--- src/rtl/multi_dataflow_stream_tracker.sv ---
// Tracks beats on N_OUT output streams against a programmed length, sequences
// kernel start/done and produces last-beat byte strobes plus status flags.
module multi_dataflow_stream_tracker #(
    parameter int unsigned N_OUT  = 2,
    parameter int unsigned CNT_W  = 16,
    parameter int unsigned ID_W   = 8,
    parameter int unsigned DATA_W = 32,
    parameter int unsigned TAIL_W = $clog2(DATA_W/8)
) (
    input  logic                        clk_i,
    input  logic                        rst_i,
    input  logic                        start_i,
    input  logic                        clear_i,
    input  logic [ID_W-1:0]             id_i,
    input  logic [CNT_W-1:0]            len_i,
    input  logic [TAIL_W-1:0]           tail_i,
    input  logic [N_OUT-1:0]            out_valid_i,
    input  logic [N_OUT-1:0]            out_ready_i,
    output logic [N_OUT*(DATA_W/8)-1:0] strb_o,
    output logic [N_OUT*CNT_W-1:0]      cnt_o,
    output logic                        k_start_o,
    output logic [ID_W-1:0]             k_id_o,
    input  logic                        k_ready_i,
    input  logic                        k_idle_i,
    input  logic                        k_done_i,
    output logic                        ready_o,
    output logic                        busy_o,
    output logic                        done_o,
    output logic                        err_o
);

    localparam int unsigned SW = DATA_W/8;

    typedef enum logic [1:0] {IDLE, RUN, DONE} state_e;

    state_e              state_q, state_d;
    logic [CNT_W-1:0]    cnt_q [N_OUT];
    logic [CNT_W-1:0]    len_q;
    logic [TAIL_W-1:0]   tail_q;
    logic [ID_W-1:0]     id_q;
    logic                kdone_q;
    logic                err_q;
    logic                ready_q;
    logic                kstart_q;
    logic                start_acc;
    logic                all_done;
    logic [N_OUT-1:0]    beat;
    logic [CNT_W-1:0]    len_m1;
    logic [SW-1:0]       tail_mask;

    assign start_acc = (state_q == IDLE) && start_i && ready_q;
    assign beat      = out_valid_i & out_ready_i;
    assign len_m1    = len_q - CNT_W'(1);
    assign tail_mask = (SW'(1) << tail_q) - SW'(1);

    always_comb begin
        all_done = 1'b1;
        for (int unsigned k = 0; k < N_OUT; k++) begin
            if (cnt_q[k] != len_q) all_done = 1'b0;
        end
    end

    always_ff @(posedge clk_i) begin
        if (rst_i || clear_i) state_q <= IDLE;
        else                  state_q <= state_d;
    end

    always_comb begin
        state_d = state_q;
        case (state_q)
            IDLE:    if (start_acc) state_d = RUN;
            RUN:     if (kdone_q && all_done) state_d = DONE;
            DONE:    state_d = IDLE;
            default: state_d = IDLE;
        endcase
    end

    // Completion is judged on registered counts, so the last beat and done
    // become visible one cycle before DONE is entered.
    always_ff @(posedge clk_i) begin
        if (rst_i || clear_i) begin
            for (int unsigned k = 0; k < N_OUT; k++) cnt_q[k] <= '0;
            len_q    <= '0;
            tail_q   <= '0;
            id_q     <= '0;
            kdone_q  <= 1'b0;
            err_q    <= 1'b0;
            ready_q  <= 1'b0;
            kstart_q <= 1'b0;
        end else begin
            kstart_q <= start_acc;
            ready_q  <= (state_q == IDLE) && (k_ready_i || k_idle_i);
            if (start_acc) begin
                for (int unsigned k = 0; k < N_OUT; k++) cnt_q[k] <= '0;
                len_q   <= len_i;
                tail_q  <= tail_i;
                id_q    <= id_i;
                kdone_q <= 1'b0;
                err_q   <= 1'b0;
            end else if (state_q == RUN) begin
                if (k_done_i) kdone_q <= 1'b1;
                for (int unsigned k = 0; k < N_OUT; k++) begin
                    if (beat[k]) begin
                        if (cnt_q[k] < len_q) cnt_q[k] <= cnt_q[k] + CNT_W'(1);
                        else                  err_q    <= 1'b1;
                    end
                end
            end
        end
    end

    always_comb begin
        cnt_o  = '0;
        strb_o = '1;
        for (int unsigned k = 0; k < N_OUT; k++) begin
            cnt_o[k*CNT_W +: CNT_W] = cnt_q[k];
            if ((state_q == RUN) && (tail_q != '0) && (cnt_q[k] == len_m1))
                strb_o[k*SW +: SW] = tail_mask;
        end
    end

    assign k_start_o = kstart_q;
    assign k_id_o    = id_q;
    assign ready_o   = ready_q;
    assign busy_o    = (state_q != IDLE);
    assign done_o    = (state_q == DONE);
    assign err_o     = err_q;

endmodule

--- config.mk ---
export PLATFORM = sky130hd
export DESIGN_NAME = multi_dataflow_stream_tracker
export DESIGN_NICKNAME = d
export VERILOG_FILES = /design/src/rtl/multi_dataflow_stream_tracker.sv
export SDC_FILE = /design/constraint.sdc
export NUM_CORES = 1
export LEC_CHECK = 0
export ABC_CLOCK_PERIOD_IN_PS = 6500
export CAP_MARGIN = 20
export CORE_ASPECT_RATIO = 0.7
export CORE_MARGIN = 1.5
export CORE_UTILIZATION = 43
export DETAILED_ROUTE_END_ITERATION = 8
export MAX_ROUTING_LAYER = met4
export PLACE_DENSITY = 0.67
export SYNTH_ARGS = -nofsm -noshare
export SYNTH_HDL_FRONTEND = slang
export SYNTH_SLANG_ARGS = --single-unit
--- constraint.sdc ---
create_clock -name clk_i -period 6.5 [get_ports clk_i]
set_input_delay 0.975 -clock clk_i [delete_from_list [all_inputs] [get_ports clk_i]]
set_output_delay 0.975 -clock clk_i [all_outputs]
set_load 0.02 [all_outputs]
==> impl_metrics.toml, run 1 <==
[die]
start_util_pct = 44.4
io_pins = 90
die_y_um = 89.9
die_area_mm2 = 0.0114
core_area_mm2 = 0.0104
rows = 31
die_w_um = 127

[detailed_routing]
postRouteWirelength_mm = 13.9
drt.antenna.violating_nets = 0
vias = 4307
drc = 0
wl_per_cell_um = 18.7
firstDrtPassIters = 6
drt_iter0_drc = 413
via_per_inst = 5.81

[worst_setup_path]
slowest_delay_ns = 0.59
reg2reg_depth = 8
cp.depth = 9
path_max_fanout = 5
r2r-start = "len_q[9]$_SDFFE_PP0P_"
reg2reg_slack_ns = 3.49
reg2reg_to = "cnt_q[0][13]$_SDFFCE_PN0P_"
cp-endpoint = "strb_o[2]"
crit_family = "simple AND/OR/NAND/NOR gates"
path_buf_inv = 2
worst_setup_path_start_kind = "register"
worst-endpoint-arrival_ns = 3.43
end_kind = "primary output"
critical_path_class = "reg2out"
worstSetupStartpoint = "len_q[1]$_SDFFE_PP0P_"
cp.required_ns = 5.52
slowest_stage = "clkdlybuf4s50_1"
path_cells = "inv_1, ha_1, or4b_4, nor3_1, o311ai_0, o21a_1, nor4b_2, nand3_1, clkdlybuf4s50_1"

[cells_and_area]
final_common_cell = "clkdlybuf4s50_1"
syn2layout_area_growth_pct = 25.1
final_cell_mix = "clkdlybuf4s50_1 (87), a21oi_1 (72), nand2_1 (71)"
layout.cells.non_filler = 741
finalNetCount = 676
drive_gt1_share_pct = 4.43
fin_util_pct = 55.6
num_antenna_cells = 0

[logic_synthesis]
netlist.top_cell.by_area = "edfxtp_1"
syn_area_per_cell_um2 = 8.60
ys_ff_latch = 64
synth_seq_area_share_pct = 34.5
synth_area_leaders = "edfxtp_1 (21%), dfxtp_1 (14%), ha_1 (9.4%), a21oi_1 (7.8%), xnor2_1 (6.0%)"
ys.flop_type = "edfxtp_1"
async_flop_share_pct = 0
yosysWarnings = 0
yosys.cell_types.count = 59
yosysTopAreaCellShare_pct = 20.7
netlist_instances = 539
synthesis.area_mm2 = 0.00464
synth_edf_count = 32

[pwr]
p_per_area_mw_per_mm2 = 189
power.leakage_nw = 2.10
ir_drop_v = 0.000181
p_switching_w = 0.000286
cell_internal_pwr_w = 0.000812
p_seq_share_pct = 42.7
combPwrFrac_pct = 15.4
p_sw_share_pct = 26.0
clkPwrFrac_pct = 41.9

[timing]
rsz0062_at_grt = "no"
hold_viol = 0
max_clock_freq_mhz = 227
slew_violations = 0
fin_setup_tns_ns = 0
worst_slack_ns = 2.10
tightestPinTransition_ns = 1.02
setup_violations = 0
fin_crit_ns = 4.40
clock_skew_ns = 0.00732
finalCritPeriodShare_pct = 67.7
relSlewSlack_pct = 31.8

[global_routing]
grt_max_degree = 33
grt_pass1_vias = 4167
grt_util_all_layers_pct = 25.8
grt_pass1_wl_mm = 22.2
grt_overflow = 0
antenna_found_initial = 0

[placed_design]
post-dp-hpwl_mm = 10.4
pre_cts_slack_ns = 2.47
globalplace.congestion = 0.961
io_buffer_count = 87
dp_cells = 725

[cts]
clockRootBuffer = "clkbuf_16"
cts_tree = "done"
clockBufferDepth = 2
path_clk_slew_ns = 0.05
ctsResizeCount = 0
clkSinkCount = 64
clk_latency_ns = 0.33
post_cts_buffers = 0
cts_buffers = 9
hold_buffers = 0
htreeDepth = 3

[hold_path]
min_path_type = "reg2reg"

[flow_run]
maxCapViolCount = 0

[run_status]
run_status = "completed"
metrics by stage:
stage                     hold WS (ns)  instance area, um^2  total power [W]
after floorplan                  0.446                 4640         0.000569
after global routing             0.476                 5800          0.00114
after global placement           0.442                 5520         0.000637
after CTS                        0.454                 5800          0.00110
final                            0.455                 5800          0.00110
after detailed placement         0.447                 5520         0.000642
power by group through the flow:
stage / Combinational, W / Clock (W) / Sequential, W
finish: 0.000169 / 0.000460 / 0.000468
global placement: 0.000163 / 0 / 0.000474
CTS: 0.000168 / 0.000468 / 0.000467
detailed placement: 0.000167 / 0 / 0.000475
floorplan: 0.0000987 / 0 / 0.000470
global route: 0.000184 / 0.000485 / 0.000470
flip-flops by register name, summed over array words and instances (netlist names):
name / count
cnt_q: 32
len_q: 16
err_o: 1
ready_o: 1
kdone_q: 1
k_id_o: 8
k_start_o: 1
tail_q: 2
state_q: 2
area by class of cell:
cell class | instances | area (um^2)
flip-flops and latches | 64 | 1600
repair buffers | 89 | 886
clock buffers | 11 | 233
clock inverters | 5 | 47.5
fillers | 892 | 4630
multi-input cells | 417 | 2780
inverters | 23 | 86.3
well taps | 132 | 165
synth_stat cells (4+ instances only):
cell / n
a21o_1: 7
inv_1: 23
nor2b_1: 5
nor2_1: 26
xor2_1: 30
o21ai_0: 8
xnor2_1: 32
nand3_1: 28
buf_4: 5
nor4_4: 4
nand2_1: 71
a21oi_1: 72
dfxtp_1: 32
ha_1: 35
nor3_1: 14
clkbuf_1: 27
nand4_1: 14
edfxtp_1: 32
nor4_1: 5
and3_1: 10
worst min path at each step:
stage / startpoint / to / slack, ns / cells past startpoint
2_1_floorplan: tail_q[0]$_SDFFE_PP0P_ / tail_q[0]$_SDFFE_PP0P_ / 0.45 / 2
3_3_place_gp: k_id_o[3]$_SDFFE_PP0P_ / k_id_o[3]$_SDFFE_PP0P_ / 0.44 / 2
3_5_place_dp: k_id_o[7]$_SDFFE_PP0P_ / k_id_o[7]$_SDFFE_PP0P_ / 0.45 / 2
4_1_cts: k_id_o[7]$_SDFFE_PP0P_ / k_id_o[7]$_SDFFE_PP0P_ / 0.45 / 2
5_1_grt: k_id_o[3]$_SDFFE_PP0P_ / k_id_o[3]$_SDFFE_PP0P_ / 0.48 / 2
6_report: k_id_o[7]$_SDFFE_PP0P_ / k_id_o[7]$_SDFFE_PP0P_ / 0.45 / 2
cell families after synthesis:
family                     count (synthesis)  share of synthesized area (%)
buffers and inverters                     59                           5.53
DFF                                       64                           34.5
and+or+nand+nor                          197                           22.4
other                                      1                         0.0809
muxes                                      2                          0.432
adders and majority gates                 35                           9.45
AOI/OAI and AO/OA                        118                           15.4
xor gates and xnor gates                  63                           12.2
per-layer routing:
metal  routed length [um]  GRT usage [%]  vias to the layer above
li1                     -              -                     2051
met1                 6580           36.1                     2029
met2                 5760           37.0                      199
met3                 1340           7.38                       28
met4                  199           5.49                        0
met5                    0              -                        -
worst reg2reg max path: stages, from the launching register on:
cell      delay [ns]
dfxtp_1         0.63
inv_1           0.21
ha_1            0.34
a21o_1          0.19
nand3_1         0.07
a21oi_1         0.06
a211oi_1        0.43
nand3_1         0.16
nand2_1         0.55
Power figures use the tool's default switching activity.
==> run 2, diff against run 1 <==
Settings changed: ABC_CLOCK_PERIOD_IN_PS 6500 to 4000, PLACE_DENSITY 0.67 to 0.7.
Clock period 6.5 ns to 4 ns, I/O delays scaled along.
==> impl_metrics.toml, run 2 (synthesized netlist as in run 1, its figures left out) <==
[hold_path]
min_path_type = "reg2reg"

[pwr]
p_per_area_mw_per_mm2 = 318
ir_drop_v = 0.000239
power.leakage_nw = 2.15

[cells_and_area]
largest_reg_flops = 32
syn2layout_area_growth_pct = 27.6
num_antenna_cells = 0
final_common_cell = "clkdlybuf4s50_1"
drive_gt1_share_pct = 6.33
final_cell_mix = "clkdlybuf4s50_1 (86), a21oi_1 (72), nand2_1 (71)"
largest-register = "cnt_q"
finalNetCount = 683

[timing]
max_clock_freq_mhz = 266
worst_slack_ns = 0.238
clock_skew_ns = 0.00595
finalCritPeriodShare_pct = 94.0
relSlewSlack_pct = 29.9
hold_viol = 0
tightestPinTransition_ns = 1.05
fin_crit_ns = 3.76
setup_violations = 0
slew_violations = 0
fin_setup_tns_ns = 0

[die]
die_w_um = 127
die_area_mm2 = 0.0114
core_area_mm2 = 0.0104
start_util_pct = 44.4
die_y_um = 89.9
io_pins = 90
rows = 31

[global_routing]
grt_max_degree = 33
antenna_found_initial = 0
grt_overflow = 0
grt_util_all_layers_pct = 24.3
grt_pass1_vias = 4135
grt_pass1_wl_mm = 21.1

[cts]
ctsResizeCount = 0
clockRootBuffer = "clkbuf_16"
cts_tree = "done"
htreeDepth = 3
clk_latency_ns = 0.33
hold_buffers = 0
path_clk_slew_ns = 0.06
post_cts_buffers = 0
clkSinkCount = 64
cts_buffers = 9
clockBufferDepth = 2

[worst_setup_path]
worst_setup_path_start_kind = "register"
cp-endpoint = "strb_o[2]"
reg2reg_depth = 8
reg2reg_to = "cnt_q[0][31]$_SDFFCE_PN0P_"
reg2reg_slack_ns = 0.99
end_kind = "primary output"
cp.required_ns = 3.40
worst-endpoint-arrival_ns = 3.16
r2r-start = "len_q[9]$_SDFFE_PP0P_"
critical_path_class = "reg2out"
worstSetupStartpoint = "len_q[1]$_SDFFE_PP0P_"
path_max_fanout = 5

[placed_design]
post-dp-hpwl_mm = 9.88
io_buffer_count = 87
pre_cts_slack_ns = 0.451
globalplace.congestion = 0.873

[detailed_routing]
firstDrtPassIters = 5
via_per_inst = 5.61
drt.antenna.violating_nets = 0
vias = 4193
postRouteWirelength_mm = 13.0
drc = 0
wl_per_cell_um = 17.4
drt_iter0_drc = 306

[flow_run]
maxCapViolCount = 0

[run_status]
run_status = "completed"
==> run 2: critical path, cell delays in order, from the launching register on <==
cell             delay [ns]
dfxtp_1                0.34
inv_1                  0.12
ha_1                   0.20
or4b_4                 0.53
nor4_4                 0.33
xnor2_1                0.18
a2111oi_4              0.43
nand3_1                0.13
clkdlybuf4s50_1        0.57
==> run 2: layout make-up <==
cell class,instances,area [um^2]
Inverter,23,86.3
Sequential cell,64,1600
Timing Repair Buffer,96,941
Clock inverter,7,93.8
Tap cell,132,165
Fill cell,939,4520
Multi-Input combinational cell,417,2800
Clock buffer,9,225
==> run 2: worst min path at each step <==
stage,from,end,slack [ns],cells past startpoint
6_report,k_id_o[7]$_SDFFE_PP0P_,k_id_o[7]$_SDFFE_PP0P_,0.45,2
5_1_grt,k_id_o[7]$_SDFFE_PP0P_,k_id_o[7]$_SDFFE_PP0P_,0.47,2
4_1_cts,k_id_o[1]$_SDFFE_PP0P_,k_id_o[1]$_SDFFE_PP0P_,0.45,2
3_5_place_dp,k_id_o[7]$_SDFFE_PP0P_,k_id_o[7]$_SDFFE_PP0P_,0.45,2
3_3_place_gp,k_id_o[6]$_SDFFE_PP0P_,k_id_o[6]$_SDFFE_PP0P_,0.44,2
2_1_floorplan,tail_q[0]$_SDFFE_PP0P_,tail_q[0]$_SDFFE_PP0P_,0.45,2
==> run 2: layer usage <==
layer,share of wire [%],vias up,GRT usage [%]
met5,0,-,-
li1,-,2070,-
met4,0.89,0,4.55
met2,43,125,36.1
met1,50,1987,34.7
met3,5.4,11,4.52
==> run 2: per-stage QoR <==
stage               power [W]  util (%)  hold slack [ns]  cells  cell area, um^2
floorplan            0.000925         -            0.446    540             4640
global route          0.00195      56.7            0.471    748             5920
global placement      0.00103      53.4            0.442    732             5570
CTS                   0.00188      56.5            0.454    748             5890
detailed placement    0.00104      53.4            0.450    732             5570
finish                0.00188      56.7            0.453    748             5920
==> run 2: report_power, final <==
group          switching, W  internal (W)
Combinational      0.000136      0.000138
Sequential        0.0000461      0.000708
Clock              0.000307      0.000545
